[src/rtl/serial_loader_pkg.sv]
// Shared types and sizing helpers for the serial loader.
// Its frames feed the 3-bit storage register.
package serial_loader_pkg;

    typedef enum logic [1:0] {
        IDLE,
        SHIFT,
        PARITY,
        COMMIT
    } state_t;

    function automatic int count_width(input int width);
        return $clog2(width + 1);
    endfunction

    localparam int DEFAULT_WIDTH   = 3;
    localparam int DEFAULT_COUNT_W = count_width(DEFAULT_WIDTH);

endpackage

[src/rtl/serial_shift.sv]
// MSB-first shift register with load-first and shift enables.
// It also provides a running XOR of the stored bits.
module serial_shift #(
    parameter int WIDTH = 3
) (
    input  logic             clock,
    input  logic             reset,
    input  logic             load_first,
    input  logic             shift_en,
    input  logic             bit_in,
    output logic [WIDTH-1:0] shift_reg,
    output logic [WIDTH-1:0] shift_next,
    output logic             parity
);

    // A frame start discards any partial frame, so load_first wins over shifting.
    assign shift_next = load_first ? WIDTH'(bit_in)
                                   : ((shift_reg << 1) | WIDTH'(bit_in));
    assign parity     = ^shift_reg;

    always_ff @(posedge clock) begin
        if (!reset) begin
            shift_reg <= '0;
        end else if (load_first || shift_en) begin
            shift_reg <= shift_next;
        end
    end

endmodule

[src/rtl/serial_loader.sv]
// Serial-to-parallel front end: framed MSB-first stream in, one word plus a
// write_enable pulse out per good frame. Frames with bad parity are dropped.
module serial_loader
    import serial_loader_pkg::*;
#(
    parameter int WIDTH     = 3,
    parameter bit PARITY_EN = 1'b1
) (
    input  logic             clock,
    input  logic             reset,
    input  logic             serial_valid,
    input  logic             serial_bit,
    input  logic             frame_start,
    output logic             serial_ready,
    output logic [WIDTH-1:0] data_out,
    output logic             write_enable,
    output logic             parity_error,
    output logic             busy
);

    localparam int             CW         = count_width(WIDTH);
    localparam logic [CW-1:0] LAST_COUNT = CW'(WIDTH - 1);

    state_t           state;
    logic [CW-1:0]    count;
    logic             accept;
    logic             load_first;
    logic             shift_en;
    logic [WIDTH-1:0] shift_reg;
    logic [WIDTH-1:0] shift_next;
    logic             shift_parity;

    assign serial_ready = (state != COMMIT);
    assign busy         = (state != IDLE);
    assign accept       = serial_valid && serial_ready;
    assign load_first   = accept && frame_start;
    assign shift_en     = accept && !frame_start && (state == SHIFT);

    serial_shift #(
        .WIDTH(WIDTH)
    ) u_shift (
        .clock     (clock),
        .reset     (reset),
        .load_first(load_first),
        .shift_en  (shift_en),
        .bit_in    (serial_bit),
        .shift_reg (shift_reg),
        .shift_next(shift_next),
        .parity    (shift_parity)
    );

    // data_out and write_enable are loaded on the edge entering COMMIT, so
    // both are valid for the whole COMMIT cycle.
    always_ff @(posedge clock) begin
        if (!reset) begin
            state        <= IDLE;
            count        <= '0;
            data_out     <= '0;
            write_enable <= 1'b0;
            parity_error <= 1'b0;
        end else begin
            write_enable <= 1'b0;
            if (state == COMMIT) begin
                state <= IDLE;
            end else if (load_first) begin
                parity_error <= 1'b0;
                count        <= CW'(1);
                if (WIDTH != 1) begin
                    state <= SHIFT;
                end else if (PARITY_EN) begin
                    state <= PARITY;
                end else begin
                    state        <= COMMIT;
                    data_out     <= shift_next;
                    write_enable <= 1'b1;
                end
            end else if (accept) begin
                case (state)
                    SHIFT: begin
                        count <= count + CW'(1);
                        if (count == LAST_COUNT) begin
                            if (PARITY_EN) begin
                                state <= PARITY;
                            end else begin
                                state        <= COMMIT;
                                data_out     <= shift_next;
                                write_enable <= 1'b1;
                            end
                        end
                    end
                    PARITY: begin
                        if (shift_parity ^ serial_bit) begin
                            parity_error <= 1'b1;
                            state        <= IDLE;
                        end else begin
                            state        <= COMMIT;
                            data_out     <= shift_reg;
                            write_enable <= 1'b1;
                        end
                    end
                    default: begin
                    end
                endcase
            end
        end
    end

endmodule

[config.mk]
export PLATFORM = sky130hd
export DESIGN_NAME = serial_loader
export DESIGN_NICKNAME = d
export VERILOG_FILES = /design/src/rtl/serial_loader_pkg.sv /design/src/rtl/serial_shift.sv /design/src/rtl/serial_loader.sv
export SDC_FILE = /design/constraint.sdc
export NUM_CORES = 1
export LEC_CHECK = 0
export BUFFER_PORTS_ARGS = -buffer_cell sky130_fd_sc_hd__buf_2
export CELL_PAD_IN_SITES_DETAIL_PLACEMENT = 1
export CELL_PAD_IN_SITES_GLOBAL_PLACEMENT = 1
export CORE_UTILIZATION = 33
export CTS_CLUSTER_DIAMETER = 150
export CTS_CLUSTER_SIZE = 16
export DETAILED_ROUTE_END_ITERATION = 12
export PLACE_DENSITY_LB_ADDON = 0.12
export SETUP_SLACK_MARGIN = 0.4
export SLEW_MARGIN = 20
export SYNTH_ARGS = -nofsm -noshare
export SYNTH_HDL_FRONTEND = slang
export SYNTH_SLANG_ARGS = --single-unit
[constraint.sdc]
create_clock -name clock -period 1.23 [get_ports clock]
set_clock_uncertainty 0.05 [all_clocks]
set_input_delay 0.0615 -clock clock [delete_from_list [all_inputs] [get_ports clock]]
set_output_delay 0.0615 -clock clock [all_outputs]
set_load 0.02 [all_outputs]
==> flow_summary.yaml <==
run_status:
  status: "complete, but fails checks"
  violations: "negative setup slack"
worst_setup_path:
  cp_common_cell: "xnor2_2"
  worstPathRequired_ps: 1380
  cp_num_buf_inv: 0
  critical_path_class: "flop to flop"
  critPathMaxFanout: 4
  cp.arrival_ps: 1430
  cp_slowest_cell: "dfxtp_2"
  critPathMaxStageDelay_ps: 340
  crit_path_end_kind: "flop"
  worstPathCellList: "xnor2_2 -> xnor2_2 -> nor4_4 -> mux2i_1"
  startpoint_type: "flop"
  critPathTopFamily: "flip-flops"
drt:
  vias: 534
  drc: 0
  routed_wirelength_um: 1520
  routedWlPerCell_um: 14.2
  ant_nets: 0
  first_pass_iters: 4
  drt-initial-drc-count: 2
  vias_per_cell: 4.99
synthesis:
  netlist_area_um2: 562
  ys_seq_area_share_pct: 42.8
  yosys.area.top_type: "dfxtp_1"
  synth.top_cell.area_share_pct: 42.8
  synth_nets: 69
  yosysUniqueCellTypes: 23
  yosys_warnings: 0
  synth_cells: 63
  syn_avg_cell_area_um2: 8.92
  ys_seq_elements: 12
  synth_area_leaders: "dfxtp_1 43%, nand2_1 8.7%, nor2b_1 7.8%, mux2i_1 7.1%, nor4_4 3.8%"
floorplanning:
  ios: 12
  die_w_um: 43.3
  die_area_mm2: 0.00187
  start_util_pct: 36.4
  die_y_um: 43.3
  fp.coreArea_mm2: 0.00154
  num_rows: 14
clock_network:
  cts.sinks: 12
  clk_path_buf_depth: 2
  cts.hold.buffers_added: 0
  root_buffer: "clkbuf_4"
  clk_pin_slew_ps: 90
  cts_buffers: 3
  cts_tree: "done"
  h-tree-depth: 1
  clock_latency_ps: 270
grt:
  grt_pass1_vias: 511
  grt_overflow: 0
  grt_max_degree: 14
  grtUsageTotal_pct: 16.8
  grt_first_pass_wirelength_um: 2280
  antenna_found_initial: 0
placed_design:
  place_hpwl_um: 928
  io_buffer_count: 11
  place.gp.congestion: 0.727
  pre_cts_slack_ps: -155
timing:
  min_period_ps: 1280
  max_slew_margin_pct: 77.6
  setup-violations-final: 8
  worst_pin_slew_ps: 333
  final.setup.worst_slack_ps: -46.0
  slew_violations: 0
  hold_viol_final: 0
  fin_setup_tns_ps: -213
  fmax_mhz: 784
  rsz0062_at_grt: "yes"
  post-route-period-util_pct: 104
layout:
  fillers: 172
  final_util_pct: 62.2
  antennaDiodeCount: 0
  syn2layout_area_growth_pct: 70.6
  seq_area_um2: 256
  drive_gt1_share_pct: 61.5
  multi_input_area_um2: 395
  fin_nets: 98
job:
  cap_violations: 0
pwr:
  power_per_cell_area_mw_per_mm2: 911
  ir_drop_mv: 0.635
  power_leakage_nw: 0.380
worst_hold_path:
  hold_path.class: "input port to flop"
## cells by family (layout without fill, tap and decap cells)
| family | Yosys count | after routing | share of synthesized area, % |
|---|---|---|---|
| compound gates | 9 | 9 | 10.2 |
| xor+xnor | 3 | 3 | 4.68 |
| fa+ha+maj | 1 | 1 | 2.23 |
| buf+inv | 4 | 32 | 2.89 |
| flops | 12 | 12 | 42.8 |
| mux | 4 | 4 | 7.13 |
| simple gates | 30 | 30 | 30.1 |
## layout make-up
cell class | count | share of cell area, %
Timing Repair Buffer | 26 | 25.3
Sequential cell | 12 | 26.8
Inverter | 2 | 0.783
Multi-Input combinational cell | 47 | 41.3
Tap cell | 16 | 2.09
Clock buffer | 4 | 3.79
## tightest hold or removal path, cell delays in order
cell     delay [ps]
buf_2           110
mux2i_1          70
nor2b_1          90
## metrics by stage
step	instances	power, mW	area, um2	hold WS (ps)
finish	107	0.873	958	42.7
global route	107	0.925	958	63.0
CTS	101	0.871	877	34.6
detailed placement	95	0.524	758	328
global placement	95	0.522	758	324
floorplan	63	0.484	646	145
## Yosys cell counts
master    number
a21oi_1        3
xnor2_1        2
ha_1           1
buf_2          1
o21ai_1        1
or2_2          1
nor2_1         2
and4bb_2       1
nor4_4         1
o211ai_1       1
o21ai_0        1
clkbuf_1       1
inv_1          2
nand2_1       13
nand3_1        2
xor2_1         1
a211o_2        1
nor4_1         1
and3_1         2
nor2b_1        7
mux2i_1        4
dfxtp_1       12
a22oi_1        2
## what timing repair did
item | CTS | global route
setup buffers | 2 | 6
gates resized for setup | 19 | 11
pin swaps | 3 | 5
endpoints found under the setup margin | 19 | 19
## path summary, 6_finish.rpt
kind                              from                    to  slack (ps)  cells after the start
setup / recovery  u_shift.shift_reg[2]           data_out[2]         -50                      4
hold / removal              serial_bit  u_shift.shift_reg[0]          40                      3
setup reg to reg  u_shift.shift_reg[2]           data_out[2]         -50                      4
hold reg to reg            data_out[0]           data_out[0]         430                      2
## report_power, final
group	internal (mW)	leakage [nW]	total (mW)	switching, mW
Clock	0.180	0.0210	0.323	0.144
Sequential	0.393	0.102	0.399	0.00554
Combinational	0.0774	0.257	0.150	0.0730
Total	0.651	0.380	0.873	0.222
## layout by cell type, fill, tap and decap left out, drive strengths merged
cell type / netlist / final
buf: 1 / 26
nand2: 13 / 13
dfxtp: 12 / 12
nor2b: 7 / 7
mux2i: 4 / 4
clkbuf: 1 / 4
a21oi: 3 / 3
inv: 2 / 2
xnor2: 2 / 2
nor2: 2 / 2
and3: 2 / 2
a22oi: 2 / 2
nand3: 2 / 2
nor4: 2 / 2
o21ai: 2 / 2
or2: 1 / 1
xor2: 1 / 1
o211ai: 1 / 1
a211o: 1 / 1
and4bb: 1 / 1
ha: 1 / 1
## routing by layer
| metal | GRT usage, % | share of wire [%] | vias to the layer above |
|---|---|---|---|
| li1 | - | - | 267 |
| met1 | 20.3 | 40 | 257 |
| met2 | 28.1 | 57 | 8 |
| met3 | 3.83 | 2.0 | 2 |
| met4 | 7.27 | 1.2 | 0 |
| met5 | 0 | 0 | - |
Note: power is estimated with default switching activity, not from simulation.
